$ cat config.mk
export PLATFORM = sky130hd
export DESIGN_NAME = divider_core_flat
export DESIGN_NICKNAME = d
export VERILOG_FILES = /design/src/rtl/divider_pkg.sv /design/src/rtl/divider_if.sv /design/src/rtl/div_step.sv /design/src/rtl/divider_core.sv /design/src/flat_wrapper.sv
export SDC_FILE = /design/constraint.sdc
export NUM_CORES = 1
export LEC_CHECK = 0
export BUFFER_PORTS_ARGS = -buffer_cell sky130_fd_sc_hd__buf_2
export CAP_MARGIN = 10
export CORE_ASPECT_RATIO = 0.75
export CORE_MARGIN = 2
export CORE_UTILIZATION = 30
export DETAILED_ROUTE_END_ITERATION = 8
export PLACE_DENSITY = 0.44
export REMOVE_ABC_BUFFERS = 1
export SYNTH_ARGS = -nofsm -noshare
export SYNTH_HDL_FRONTEND = slang
export SYNTH_SLANG_ARGS = --single-unit
$ cat constraint.sdc
create_clock -name clk -period 3.2 [get_ports clk]
set_input_delay 0.32 -clock clk [delete_from_list [all_inputs] [get_ports clk]]
set_output_delay 0.32 -clock clk [all_outputs]
set_load 0.005 [all_outputs]
$ cat src/rtl/divider_pkg.sv
// Shared definitions for the restoring divider: FSM state encoding and the
// rule for sizing the iteration counter.
package divider_pkg;

  localparam logic [1:0] ST_IDLE = 2'd0;
  localparam logic [1:0] ST_CALC = 2'd1;
  localparam logic [1:0] ST_DONE = 2'd2;

  // The counter must be able to hold nBit itself, hence nBit+1 values.
  function automatic int cnt_width(input int n);
    return $clog2(n + 1);
  endfunction

endpackage

$ cat src/rtl/divider_if.sv
// Request/result bundle of the divider. The master raises start with the
// operands; the slave reports busy, a one-cycle done pulse and held results.
interface divider_if #(
    parameter int nBit = 16
);
    logic            start;
    logic [nBit-1:0] dividend;
    logic [nBit-1:0] divisor;
    logic            busy;
    logic            done;
    logic [nBit-1:0] quotient;
    logic [nBit-1:0] remainder;
    logic            div_by_zero;

    // start is only sampled by the slave while it is idle; there is no
    // ready signal, so a master must watch busy or done to pace requests.
    modport master (
        output start, dividend, divisor,
        input  busy, done, quotient, remainder, div_by_zero
    );

    modport slave (
        input  start, dividend, divisor,
        output busy, done, quotient, remainder, div_by_zero
    );
endinterface

$ cat src/rtl/div_step.sv
// One restoring shift-subtract iteration: shift {A,Q} left, try A-M and
// keep the difference when it does not go negative.
module div_step #(
    parameter int nBit = 16
) (
    input  logic [nBit:0]   a_i,
    input  logic [nBit-1:0] q_i,
    input  logic [nBit-1:0] m_i,
    output logic [nBit:0]   a_o,
    output logic [nBit-1:0] q_o
);
    logic [nBit:0] a_sh;
    logic [nBit:0] trial;
    logic          neg;

    always_comb begin
        a_sh  = {a_i[nBit-1:0], q_i[nBit-1]};
        trial = a_sh - {1'b0, m_i};
        // a_sh < 2*M, so the top bit of the difference is a valid sign bit.
        neg   = trial[nBit];
        a_o   = neg ? a_sh : trial;
        q_o   = {q_i[nBit-2:0], ~neg};
    end
endmodule

$ cat src/rtl/divider_core.sv
// Multi-cycle unsigned restoring divider: one quotient bit per CALC cycle,
// results registered on entry to DONE and held until the next completion.
module divider_core
    import divider_pkg::*;
#(
    parameter int nBit = 16
) (
    input  logic       clk,
    input  logic       clr,
    divider_if.slave   bus,
    output logic [1:0] dbg_state
);
    localparam int CW = cnt_width(nBit);

    logic [1:0]      state_q, state_d;
    logic [nBit:0]   a_q, a_d;
    logic [nBit-1:0] q_q, q_d;
    logic [nBit-1:0] m_q, m_d;
    logic [CW-1:0]   count_q, count_d;
    logic [nBit-1:0] quot_q, quot_d;
    logic [nBit-1:0] rem_q, rem_d;
    logic            dbz_q, dbz_d;

    logic [nBit:0]   step_a;
    logic [nBit-1:0] step_q;

    div_step #(.nBit(nBit)) u_step (
        .a_i (a_q),
        .q_i (q_q),
        .m_i (m_q),
        .a_o (step_a),
        .q_o (step_q)
    );

    always_comb begin
        state_d = state_q;
        a_d     = a_q;
        q_d     = q_q;
        m_d     = m_q;
        count_d = count_q;
        quot_d  = quot_q;
        rem_d   = rem_q;
        dbz_d   = dbz_q;
        case (state_q)
            ST_IDLE: begin
                if (bus.start) begin
                    if (bus.divisor == '0) begin
                        // Division by zero skips CALC entirely.
                        state_d = ST_DONE;
                        quot_d  = '1;
                        rem_d   = bus.dividend;
                        dbz_d   = 1'b1;
                    end else begin
                        state_d = ST_CALC;
                        a_d     = '0;
                        q_d     = bus.dividend;
                        m_d     = bus.divisor;
                        count_d = CW'(nBit);
                    end
                end
            end
            ST_CALC: begin
                a_d     = step_a;
                q_d     = step_q;
                count_d = count_q - CW'(1);
                // Final iteration publishes the results as DONE is entered.
                if (count_q == CW'(1)) begin
                    state_d = ST_DONE;
                    quot_d  = step_q;
                    rem_d   = step_a[nBit-1:0];
                    dbz_d   = 1'b0;
                end
            end
            ST_DONE: state_d = ST_IDLE;
            default: state_d = ST_IDLE;
        endcase
    end

    always_ff @(posedge clk or posedge clr) begin
        if (clr) begin
            state_q <= ST_IDLE;
            a_q     <= '0;
            q_q     <= '0;
            m_q     <= '0;
            count_q <= '0;
            quot_q  <= '0;
            rem_q   <= '0;
            dbz_q   <= 1'b0;
        end else begin
            state_q <= state_d;
            a_q     <= a_d;
            q_q     <= q_d;
            m_q     <= m_d;
            count_q <= count_d;
            quot_q  <= quot_d;
            rem_q   <= rem_d;
            dbz_q   <= dbz_d;
        end
    end

    assign bus.busy        = (state_q != ST_IDLE);
    assign bus.done        = (state_q == ST_DONE);
    assign bus.quotient    = quot_q;
    assign bus.remainder   = rem_q;
    assign bus.div_by_zero = dbz_q;
    assign dbg_state       = state_q;
endmodule

$ cat src/flat_wrapper.sv
// flat-port wrapper written by rule: the top's interface ports become plain ports
module divider_core_flat import divider_pkg::*;
#(
    parameter int nBit = 16
)
  (clk, clr, dbg_state, bus_start, bus_dividend, bus_divisor, bus_busy, bus_done, bus_quotient, bus_remainder, bus_div_by_zero);
  divider_if #(.nBit(nBit)) bus_i ();
  input  logic clk;
  input  logic clr;
  output logic [1:0] dbg_state;
  input wire logic [$bits(bus_i.start)-1:0] bus_start;
  input wire logic [$bits(bus_i.dividend)-1:0] bus_dividend;
  input wire logic [$bits(bus_i.divisor)-1:0] bus_divisor;
  output wire logic [$bits(bus_i.busy)-1:0] bus_busy;
  output wire logic [$bits(bus_i.done)-1:0] bus_done;
  output wire logic [$bits(bus_i.quotient)-1:0] bus_quotient;
  output wire logic [$bits(bus_i.remainder)-1:0] bus_remainder;
  output wire logic [$bits(bus_i.div_by_zero)-1:0] bus_div_by_zero;
  assign bus_i.start = bus_start;
  assign bus_i.dividend = bus_dividend;
  assign bus_i.divisor = bus_divisor;
  assign bus_busy = bus_i.busy;
  assign bus_done = bus_i.done;
  assign bus_quotient = bus_i.quotient;
  assign bus_remainder = bus_i.remainder;
  assign bus_div_by_zero = bus_i.div_by_zero;
  divider_core #(.nBit(nBit)) u_core (.clk(clk), .clr(clr), .bus(bus_i), .dbg_state(dbg_state));
endmodule
# [Word-level counts from Yosys, hierarchy flattened]
# Cells that the tools add are included.
[totals] inputBits=35 reg_bits=88 output_inout_bits=37 word_cells=53
[op_classes] bitwise=2 add_sub_neg=2 eq_ne=7 muxes=26 n_reduce_logical=8
[ops] op="16-bit two-way mux" count=11
[ops] op="16-bit one-hot mux with 2 select lines" count=4
[ops] op="17-bit by 16-bit subtractor with 17-bit output" count=1
[ops] op="16-bit logical NOT" count=1
[ops] op="5-bit two-way mux" count=2
[ops] op="5-bit one-hot mux with 2 select lines" count=1
[ops] op="2-bit two-way mux" count=3
[ops] op="3-bit AND reduction" count=2
[ops] op="5-bit by 1-bit equality test with 1-bit output (second input constant)" count=1
[ops] op="5-bit by 1-bit subtractor with 5-bit output (second input constant)" count=1
[ops] op="2-bit by 1-bit inequality test with 1-bit output (second input constant)" count=2
[ops] op="2-bit inequality test (second input constant)" count=2
[ops] op="2-bit one-hot mux with 2 select lines" count=1
[ops] op="4-bit AND reduction" count=1
[ops] op="2-bit nonzero test" count=2
[ops] op="1-bit two-way mux" count=3
[ops] op="2-bit by 1-bit equality test with 1-bit output (second input constant)" count=1
[ops] op="2-bit equality test (second input constant)" count=1
[ops] op="2-bit logical NOT" count=1
[ops] op="1-bit inverter" count=2
[ops] op="1-bit one-hot mux with 2 select lines" count=1
[ops] op="2-bit AND reduction" count=1

# [Logic depth before layout (Yosys ltp)]
# Gate-level depths: netlist of run 1.
[depth] depth_word=4 ltp_mapped=12 ltp_nobuf=11

# [By module]
# From an unflattened synthesis of run 1, not the netlist that was laid out.
[unflattened] hier_cells=477 area_unflattened_um2=5021.1
[by_module_without_submodules] mod="divider_core" seq_area_each_um2=2227.1 instances=1 cells_per_inst=312 area_per_inst_um2=3818.7
[by_module_without_submodules] mod="div_step" seq_area_each_um2=0.0 instances=1 cells_per_inst=165 area_per_inst_um2=1202.4

# [Worst setup path after synthesis of run 1]
# OpenSTA, ideal clock, no wires.
[synth_path] kind="register to register" startpoint="register u_core.q_q[15]" endpoint="register u_core.rem_q[2], in the netlist u_core.bus.remainder[2]" t_required_ps=3118 setup_time_ps=82 slack_ps=776 synth_period_minus_slack_ps=2424 n_path_buf=1 stages_incl_launch_ff=13 arrival_ps=2343 cell_sequence="dfrtp_1 inv_1 ha_1 inv_1 fa_1 a211oi_2 o211ai_2 nand4_1 nand4_1 nand2_1 buf_6 mux2_2 a31oi_1"
[synth_via] elab_chain_len=4
[synth_lines] item="from (decl)" line_no="divider_core.sv:17" text="logic [nBit-1:0] q_q, q_d;"
[synth_lines] item="from (signal assigned)" line_no="divider_core.sv:92" text="q_q <= q_d;"
[synth_lines] item="17-bit by 16-bit subtractor with 17-bit output" line_no="div_step.sv:18" text="trial = a_sh - {1'b0, m_i};"
[synth_lines] item="16-bit two-way mux" line_no="div_step.sv:21" text="a_o = neg ? a_sh : trial;"
[synth_lines] item="16-bit two-way mux" line_no="divider_core.sv:67" text="if (count_q == CW'(1)) begin"
[synth_lines] item="16-bit one-hot mux with 2 select lines" line_no="divider_core.sv:44" text="case (state_q)"
[synth_lines] item="to (signal assigned)" line_no="divider_core.sv:96" text="rem_q <= rem_d;"
[synth_lines] item="to (decl)" line_no="divider_core.sv:21" text="logic [nBit-1:0] rem_q, rem_d;"
# No other way between the ends. The select of a mux whose other input is x is not followed.
# A chain may end at the register's enable or synchronous reset.

# [Worst setup path after layout of run 1]
[layout_path] startpoint="register u_core.q_q[15]" endpoint="register u_core.rem_q[8], in the netlist u_core.bus.remainder[8]"
# Same word-level chain as after synthesis.

==> out/summary.txt, run 1 <==
Syn_area_per_cell = 9.11 sq um
DRT Wirelength = 12,600 microns
Top cells by area, synth = dfrtp_1, nand2_1, mux2_2
Vias in the first global route = 4,026
Fmax = 0.349 GHz
Peak supply drop = 0.472 mV
Ys Warns = 0
Cell variety after synth = 52
CP Data Arrival Time = 3.12 ns
Most instantiated cells after synthesis = nand2_1, dfrtp_1, nor2_1, o21ai_0, inv_1
Gr ovfl total = 0
Crit path capture type = flip-flop
Main synth FF type = dfrtp_1
Req. time, crit path = 3.45 ns
Async SR Flop Fraction = 1.00
Initial antenna violation count = 0
Startpoint types = flip-flop
Largest net degree at the start of global routing = 44
Post-synth design cell area = 4720 sq um
Cells after DPL = 781
Rows = 39
First-pass GRT wire length = 20,800 microns
Count of final hold-check violations = 0
Yosys reg bits = 88
Layout Skew = 0.00666 ns
EDFF count, synth = 0
Cell with the most instances after synthesis = nand2_1
Synth area leader = dfrtp_1
RSZ-0062 raised after global routing = false
CP Max Fanout = 12
DR vias/cell = 4.89
Hold_buf cts = 0
GRT Resource Usage Total = 0.158
Die width = 149 microns
CTS tree = built
Worst setup margin = 0.335 ns
Final setup violation count = 0
Syn-to-layout area delta = 18.8%
Post-CTS resize count = 0
Min-delay worst type = input port to asynchronous set/reset pin
Num ports = 72
Pwr Density = 1190 nW/um^2
Non-Filler Instances = 797
Post-layout min period = 2.86 ns
Setup Fix Bufs, Post-CTS = 0
CTS buffer count = 9
Die area = 16,800 sq um
Pre-CTS WS = 0.408 ns
Gate count after technology mapping = 518
Slew HR = 0.602
Htree depth = 3
Setup TNS = 0 ns
Routed via count = 3,895
Share of cells above drive strength 1 = 0.225
Chip Height = 113 microns
Net count of the finished layout = 641
Outcome = complete, no violations
Slew Limit Fails = 0
Total of max-cap violations = 0
CP Class = flip-flop to flip-flop
Antenna viol nets, final = 0
Total leakage power = 2.70 nW
Max Buffers Root-to-Sink = 2
Least-Margin Pin Slew = 0.597 ns
Filler instances = 1,664
Port Buffers = 71
Ant. Diodes = 0
Drt drc = 0
Share of the synthesized area in the top cell type = 0.466
Period utilisation layout = 0.895
Routed wire length per instance = 15.8 microns
Clk_lat worst skew = 0.34 ns
RD Place Congestion = 0.847
Starting DRT DRC Count = 206
Post-DP HPWL = 9500 microns
Initial Util = 0.308
Clock Sinks = 88
DR pass1 iterations = 4
CORE AREA = 15,300 sq um
Sequential fraction of the synthesis area = 0.466
CTS clk-pin slew, worst paths = 0.07 ns
Clock Tree Root = clkbuf_16
==> routing by layer <==
metal  GRT usage  up-vias  wire (microns)  part of all wire
met5           0        -               0                 0
met4      0.0317        0             142             0.011
met3      0.0407       12             491             0.039
met2       0.248       74            5560              0.44
met1       0.223     1878            6360              0.51
li1            -     1931               -                 -
==> metrics by stage <==
stage | power [mW] | util | hold slack (ns) | area, sq um
2_1_floorplan | 4.48 | - | 0.463 | 4580
3_3_place_gp | 5.54 | 0.345 | 0.393 | 5290
3_5_place_dp | 5.59 | 0.345 | 0.406 | 5290
4_1_cts | 6.75 | 0.366 | 0.0423 | 5610
5_1_grt | 7.30 | 0.366 | 0.0734 | 5610
6_report | 6.67 | 0.366 | 0.0251 | 5610
==> logic make-up after synthesis <==
family | synth area share
AOI/OAI and AO/OA | 0.162
xor gates and xnor gates | 0.0278
adders and majority gates | 0.0519
buffers and inverters | 0.0557
DFF | 0.466
muxes | 0.0628
and+or+nand+nor | 0.173
==> flip-flops by register name, summed over array words and instances (netlist names) <==
signal	cells
u_core.bus.div_by_zero	1
u_core.a_q	16
u_core.q_q	16
u_core.bus.remainder	16
u_core.bus.quotient	16
u_core.m_q	16
u_core.dbg_state	2
u_core.count_q	5
==> final cells by class <==
cell class,count,area (sq um),share of cell area
multi-input combinational,374,2260,0.403
tap,205,256,0.0457
timing repair buffer,84,453,0.0808
sequential,88,2200,0.393
clock buffer,11,253,0.0451
inverter,30,119,0.0212
clock inverter,5,62.6,0.0112
==> critical path, cell delays in order, from the launching register on <==
cell	delay, ns
dfrtp_1	0.38
inv_1	0.07
ha_1	0.15
inv_1	0.05
fa_1	0.43
a211oi_2	0.28
o211ai_2	0.14
nand4_1	0.14
nand4_1	0.23
nand2_1	0.16
buf_4	0.23
mux2_2	0.37
a31oi_1	0.14
==> report_power, final <==
group	switching (mW)	internal (mW)	total (mW)
clock network	0.462	0.654	1.12
logic	2.01	1.50	3.51
registers	0.382	1.66	2.04
total	2.85	3.81	6.67
==> layout by cell type, fill, tap and decap left out, types with 5 or more instances in the layout <==
| cell type | n |
|---|---|
| nand2_1 | 111 |
| nand2b_1 | 6 |
| xor2_1 | 7 |
| a31oi_1 | 28 |
| ha_1 | 18 |
| inv_1 | 28 |
| nand3_1 | 7 |
| mux2_2 | 21 |
| nor2_1 | 44 |
| dfrtp_1 | 88 |
| a21oi_1 | 23 |
| nor4_1 | 5 |
| buf_2 | 71 |
| o21ai_0 | 31 |
| buf_4 | 13 |
| a21o_1 | 5 |
| clkbuf_16 | 9 |
| xnor2_1 | 8 |
| mux2i_1 | 6 |
| nand4_1 | 6 |
==> final timing paths <==
check,cells past startpoint,end,slack [ns],from
min in group clk,2,u_core.m_q[2],0.22,bus_divisor[2]
setup reg to reg,12,u_core.bus.remainder[8],0.34,u_core.q_q[15]
setup / recovery,12,u_core.bus.remainder[8],0.34,u_core.q_q[15]
hold / removal,2,u_core.q_q[15],0.03,clr
max in group asynchronous,3,u_core.bus.remainder[11],2.33,clr
hold reg to reg,2,u_core.bus.quotient[15],0.46,u_core.bus.quotient[15]
Note: power is estimated with default switching activity, not from simulation.
==> run 2, diff against run 1 <==
--- a/config.mk
+++ b/config.mk
@@ -11,8 +11,10 @@
 export CORE_MARGIN = 2
 export CORE_UTILIZATION = 30
 export DETAILED_ROUTE_END_ITERATION = 8
-export PLACE_DENSITY = 0.44
+export GPL_TIMING_DRIVEN = 0
+export PLACE_DENSITY = 0.43
 export REMOVE_ABC_BUFFERS = 1
 export SYNTH_ARGS = -nofsm -noshare
 export SYNTH_HDL_FRONTEND = slang
+export SYNTH_HIERARCHICAL = 1
 export SYNTH_SLANG_ARGS = --single-unit
==> run 2 against run 1 <==
Against the previous run: synthesized cell count fell by 8.3%; via count fell by 5.1%; global-route usage fell by 0.38 points; sequential share of layout area is 2.7 points lower; final cell count down 5.3%; register-to-register slack got worse by 0.32 ns; clock power is 5% higher; largest cell class unchanged; highest routed layer unchanged.
==> out/summary.txt, run 2 <==
Gate count after technology mapping = 475
RD Place Congestion = 0.770
Clk_lat worst skew = 0.34 ns
Initial antenna violation count = 0
Least-Margin Pin Slew = 1.12 ns
Ant. Diodes = 0
Total of max-cap violations = 0
Count of final hold-check violations = 0
DR vias/cell = 4.90
Slew Limit Fails = 0
CTS clk-pin slew, worst paths = 0.07 ns
Clock Sinks = 88
CTS buffer count = 9
Layout Skew = 0.00618 ns
Post-synth design cell area = 4990 sq um
DRT Wirelength = 13,200 microns
Most frequent cells in the layout = dfrtp_1, buf_2, nand2_1
Slew HR = 0.255
Cells on Worst Hold Path = 2
Net count of the finished layout = 595
Fmax = 0.314 GHz
Peak supply drop = 0.638 mV
Max Buffers Root-to-Sink = 2
DR pass1 iterations = 4
Pwr Density = 1280 nW/um^2
Commonest non-fill, non-tap cell in the layout = dfrtp_1
CP Class = flip-flop to flip-flop
CP Data Arrival Time = 3.45 ns
Syn_area_per_cell = 10.5 sq um
Drt drc = 0
Hold path start = bus_divisor[0]
Initial Util = 0.309
Crit path capture type = flip-flop
Port Buffers = 71
Reg-to-reg critical path endpoint = u_core/bus.remainder[12]
Ys Warns = 6
Gr ovfl total = 0
Die area = 17,700 sq um
Period utilisation layout = 0.994
Origin of the critical flop-to-flop path = u_core/q_q[15]
Startpoint types = flip-flop
Antenna viol nets, final = 0
Setup slack, reg-to-reg = 0.02 ns
Outcome = complete, no violations
Req. time, crit path = 3.47 ns
Syn-to-layout area delta = 20.7%
Clock Tree Root = clkbuf_16
CP Max Fanout = 4
Largest net degree at the start of global routing = 61
CORE AREA = 16,200 sq um
Cells after DPL = 720
Routed wire length per instance = 17.5 microns
Min-delay worst type = input port to flip-flop
Share of cells above drive strength 1 = 0.345
Die width = 153 microns
Non-Filler Instances = 755
Post-layout min period = 3.18 ns
Rows = 40
Worst Hold End = u_core/m_q[0]
Filler instances = 1,647
Starting DRT DRC Count = 304
Post-DP HPWL = 9290 microns
CTS tree = built
Final setup violation count = 0
Vias in the first global route = 3,848
Pwr Total = 7.70 mW
Chip Height = 116 microns
Routed via count = 3,697
GRT Resource Usage Total = 0.155
Worst reg2reg path depth = 16
RSZ-0062 raised after global routing = true
Htree depth = 3
Num ports = 72
Total leakage power = 2.79 nW
First-pass GRT wire length = 21,400 microns
[run 2: power breakdown]
group / switching (mW) / internal (mW) / total [mW]
clock: 0.466 / 0.710 / 1.18
sequential: 0.355 / 1.63 / 1.99
combinational: 2.37 / 2.16 / 4.54
total: 3.19 / 4.51 / 7.70
[run 2: timing repair]
item                                   4_1_cts  5_1_grt
hold buffers                                 1        0
buffers inserted                            13        5
endpoints found under the hold margin       28        0
cloned                                       0        0
pin swaps                                    2       10
setup endpoints to repair                   49       36
gates resized for setup                     14       24
[run 2: worst max-delay path: stages (launching register included)]
cell	delay, ns
dfrtp_1	0.42
inv_1	0.08
ha_2	0.20
fa_2	0.22
nor2b_2	0.05
o21bai_1	0.21
a21oi_2	0.11
o41a_4	0.45
nand4_1	0.12
nand2_2	0.07
ha_4	0.32
nand2b_1	0.07
or2_2	0.27
mux2i_1	0.14
a211o_1	0.16
a21boi_1	0.08
o21ai_1	0.14
[run 2: through the flow]
step | area [sq um] | setup slack, ns | util | TNS (ns) | hold slack [ns]
after floorplan | 4730 | -0.0715 | - | -0.573 | 0.468
after global placement | 5350 | -2.30 | 0.331 | -128.73 | 0.475
after detailed placement | 5410 | -0.981 | 0.335 | -20.33 | 0.355
after CTS | 5910 | 0.00118 | 0.366 | 0 | 0.212
after global routing | 6020 | -0.166 | 0.372 | -0.750 | 0.221
final | 6020 | 0.0194 | 0.372 | 0 | 0.224
[run 2: final cells by class]
cell class / instances / area [sq um] / area share
clock buffer: 10 / 239 / 0.0397
clock inverter: 6 / 90.1 / 0.0150
inverter: 26 / 108 / 0.0179
multi-input combinational: 323 / 2550 / 0.424
sequential: 88 / 2200 / 0.366
tap: 210 / 263 / 0.0437
timing repair buffer: 92 / 564 / 0.0938
[run 2: worst max-delay path by stage]
stage | cells past startpoint | to | start | slack [ns]
final | 16 | u_core/bus.remainder[12] | u_core/q_q[15] | 0.02
after global routing | 16 | u_core/bus.remainder[12] | u_core/q_q[15] | -0.17
after CTS | 16 | u_core/bus.remainder[12] | u_core/q_q[15] | 0.001
after detailed placement | 14 | u_core/bus.remainder[10] | u_core/q_q[15] | -0.98
after global placement | 3 | u_core/bus.quotient[2] | u_core/dbg_state[0] | -2.30
after floorplan | 12 | u_core/bus.remainder[10] | u_core/a_q[1] | -0.07
[run 2: per-layer routing]
layer,track usage,routed length (microns),up-vias
li1,-,-,1800
met1,0.230,6880,1818
met2,0.233,5680,67
met3,0.0318,542,12
met4,0.0333,106,0
met5,0,0,-
==> run 3, diff against run 2 <==
==> constraint.sdc (replaced) <==
create_clock -name clk -period 3.2 [get_ports clk]
set_input_delay 0 -clock clk [delete_from_list [all_inputs] [get_ports clk]]
set_output_delay 0 -clock clk [all_outputs]
set_load 0.005 [all_outputs]
==> run 3 against run 2 <==
Against the previous run: global-route usage barely moved; worst setup slack improved by 0.0022 ns; non-clock buffer count grew 18; worst hold slack worse by 0.21 ns; register-to-register slack hardly changed; largest power group unchanged; critical path depth stayed put.
==> out/summary.txt, run 3 (synthesis results as in run 2) <==
Routed wire length per instance = 17.2 microns
Commonest non-fill, non-tap cell in the layout = dfrtp_1
WHS = 0.0110 ns
Routed via count = 3,764
Setup slack, reg-to-reg = 0.02 ns
Initial Util = 0.309
Switching power total = 3.20 mW
Rows = 40
Syn-to-layout area delta = 24.4%
Slew Limit Fails = 0
Ant. Diodes = 0
Clk_lat worst skew = 0.34 ns
DR pass1 iterations = 4
Slew HR = 0.252
Clock Sinks = 88
Clock Tree Root = clkbuf_16
Antenna viol nets, final = 0
Post-DP HPWL = 9290 microns
Critical path's slowest cell = o41a_4
Most frequent cells in the layout = dfrtp_1, buf_2, nand2_1
Net count of the finished layout = 613
DRT Wirelength = 13,300 microns
Count of final hold-check violations = 0
Fmax = 0.315 GHz
Hold path start = bus_dividend[7]
Min-delay worst type = input port to flip-flop
DR vias/cell = 4.87
CP Max Fanout = 4
Drt drc = 0
Max Buffers Root-to-Sink = 2
Peak supply drop = 0.639 mV
Worst path bufs/invs = 1
Htree depth = 3
Startpoint types = flip-flop
Num ports = 72
Gr ovfl total = 0
Layout Skew = 0.00811 ns
Crit path capture type = flip-flop
RD Place Congestion = 0.770
Largest net degree at the start of global routing = 61
Reg-to-reg critical path endpoint = u_core/bus.remainder[12]
Post-layout min period = 3.18 ns
Worst Hold End = u_core/q_q[7]
Cell family with the largest share of critical-path delay = compound AO/OA/AOI/OAI gates
Period utilisation layout = 0.993
Die width = 153 microns
CORE AREA = 16,200 sq um
Cells on Worst Hold Path = 4
Die area = 17,700 sq um
CTS buffer count = 9
Worst reg2reg path depth = 16
Outcome = complete, no violations
GRT Resource Usage Total = 0.155
Finished Cell Area = 6200 sq um
RSZ-0062 raised after global routing = true
Total leakage power = 2.86 nW
First-pass GRT wire length = 21,500 microns
Fin util = 0.384
Chip Height = 116 microns
CTS tree = built
CP Data Arrival Time = 3.45 ns
Initial antenna violation count = 0
Starting DRT DRC Count = 292
CP Cell Sequence = inv_1 > ha_2 > fa_2 > nor2b_2 > o21bai_1 > a21oi_2 > o41a_4 > nand4_1 > nand2_2 > ha_4 > nand2b_1 > or2_2 > mux2i_1 > a211o_1 > a21boi_1 > o21ai_1
Origin of the critical flop-to-flop path = u_core/q_q[15]
Power Internal = 4.52 mW
CP max stage delay = 0.45 ns
Final setup violation count = 0
Sw frac = 0.414
Sequential power share = 0.258
Filler instances = 1,634
CP Class = flip-flop to flip-flop
Total of max-cap violations = 0
Share of cells above drive strength 1 = 0.336
Req. time, crit path = 3.47 ns
Comb pwr share = 0.590
Clock share of power = 0.153
Pwr Density = 1240 nW/um^2
CTS clk-pin slew, worst paths = 0.07 ns
Vias in the first global route = 3,914
Port Buffers = 71
Placed Area = 5410 sq um
Least-Margin Pin Slew = 1.12 ns
[run 3: changes by cell type in the layout (fill, tap and decap cells not counted), sizes merged]
cell	before	now
dlygate4sd3	1	19
[run 3: per-layer routing]
layer | global-route usage | up-vias | part of all wire
li1 | - | 1838 | -
met3 | 0.0303 | 12 | 0.040
met4 | 0.0333 | 0 | 0.0080
met2 | 0.235 | 69 | 0.43
met1 | 0.230 | 1845 | 0.52
met5 | 0 | - | 0
[run 3: worst register-to-register path: stages (launching register included)]
cell and delay [ns]:
dfrtp_1 0.42, inv_1 0.08, ha_2 0.20, fa_2 0.23
nor2b_2 0.05, o21bai_1 0.20, a21oi_2 0.11, o41a_4 0.45
nand4_1 0.12, nand2_2 0.07, ha_4 0.32, nand2b_1 0.07
or2_2 0.27, mux2i_1 0.14, a211o_1 0.16, a21boi_1 0.08
o21ai_1 0.14
[run 3: how the worst max path moves through the flow]
stage                              startpoint                       end  slack [ns]  cells past startpoint
after floorplan                 u_core/a_q[1]  u_core/bus.remainder[10]       -0.07                     12
after global placement    u_core/dbg_state[0]    u_core/bus.quotient[2]       -2.30                      3
after detailed placement       u_core/q_q[15]  u_core/bus.remainder[10]       -0.98                     14
after CTS                      u_core/q_q[15]  u_core/bus.remainder[12]       0.001                     16
after global routing           u_core/q_q[15]  u_core/bus.remainder[12]       -0.17                     16
final                          u_core/q_q[15]  u_core/bus.remainder[12]        0.02                     16
[run 3: area by class of cell]
class	instances	area (sq um)	share of cell area
Clock buffer	10	239	0.0385
Timing Repair Buffer	110	744	0.120
Multi-Input combinational cell	323	2560	0.412
Clock inverter	6	90.1	0.0145
Inverter	26	108	0.0173
Sequential cell	88	2200	0.355
Tap cell	210	263	0.0423
[run 3: power by group through the flow]
stage	logic, mW	registers, mW	clock network (mW)
floorplan	2.78	1.92	0
global placement	3.78	2.00	0
detailed placement	3.85	2.02	0
CTS	4.27	2.00	1.21
global route	5.03	2.07	1.25
finish	4.55	1.99	1.18
[run 3: timing repair]
item                                    4_1_cts  5_1_grt
endpoints found under the setup margin       49       37
pin swaps                                     2       10
setup buffers                                13        5
hold buffers                                 19        0
endpoints found under the hold margin        46        0
resized for setup                            14       25
[run 3: through the flow]
step	total power, mW	setup slack [ns]	TNS [ns]	std cells
5_1_grt	8.34	-0.166	-0.750	773
4_1_cts	7.48	0.00118	0	768
6_report	7.72	0.0216	0	773
3_3_place_gp	5.78	-2.30	-100.57	718
3_5_place_dp	5.87	-0.981	-20.33	720
2_1_floorplan	4.70	-0.0715	-0.573	437
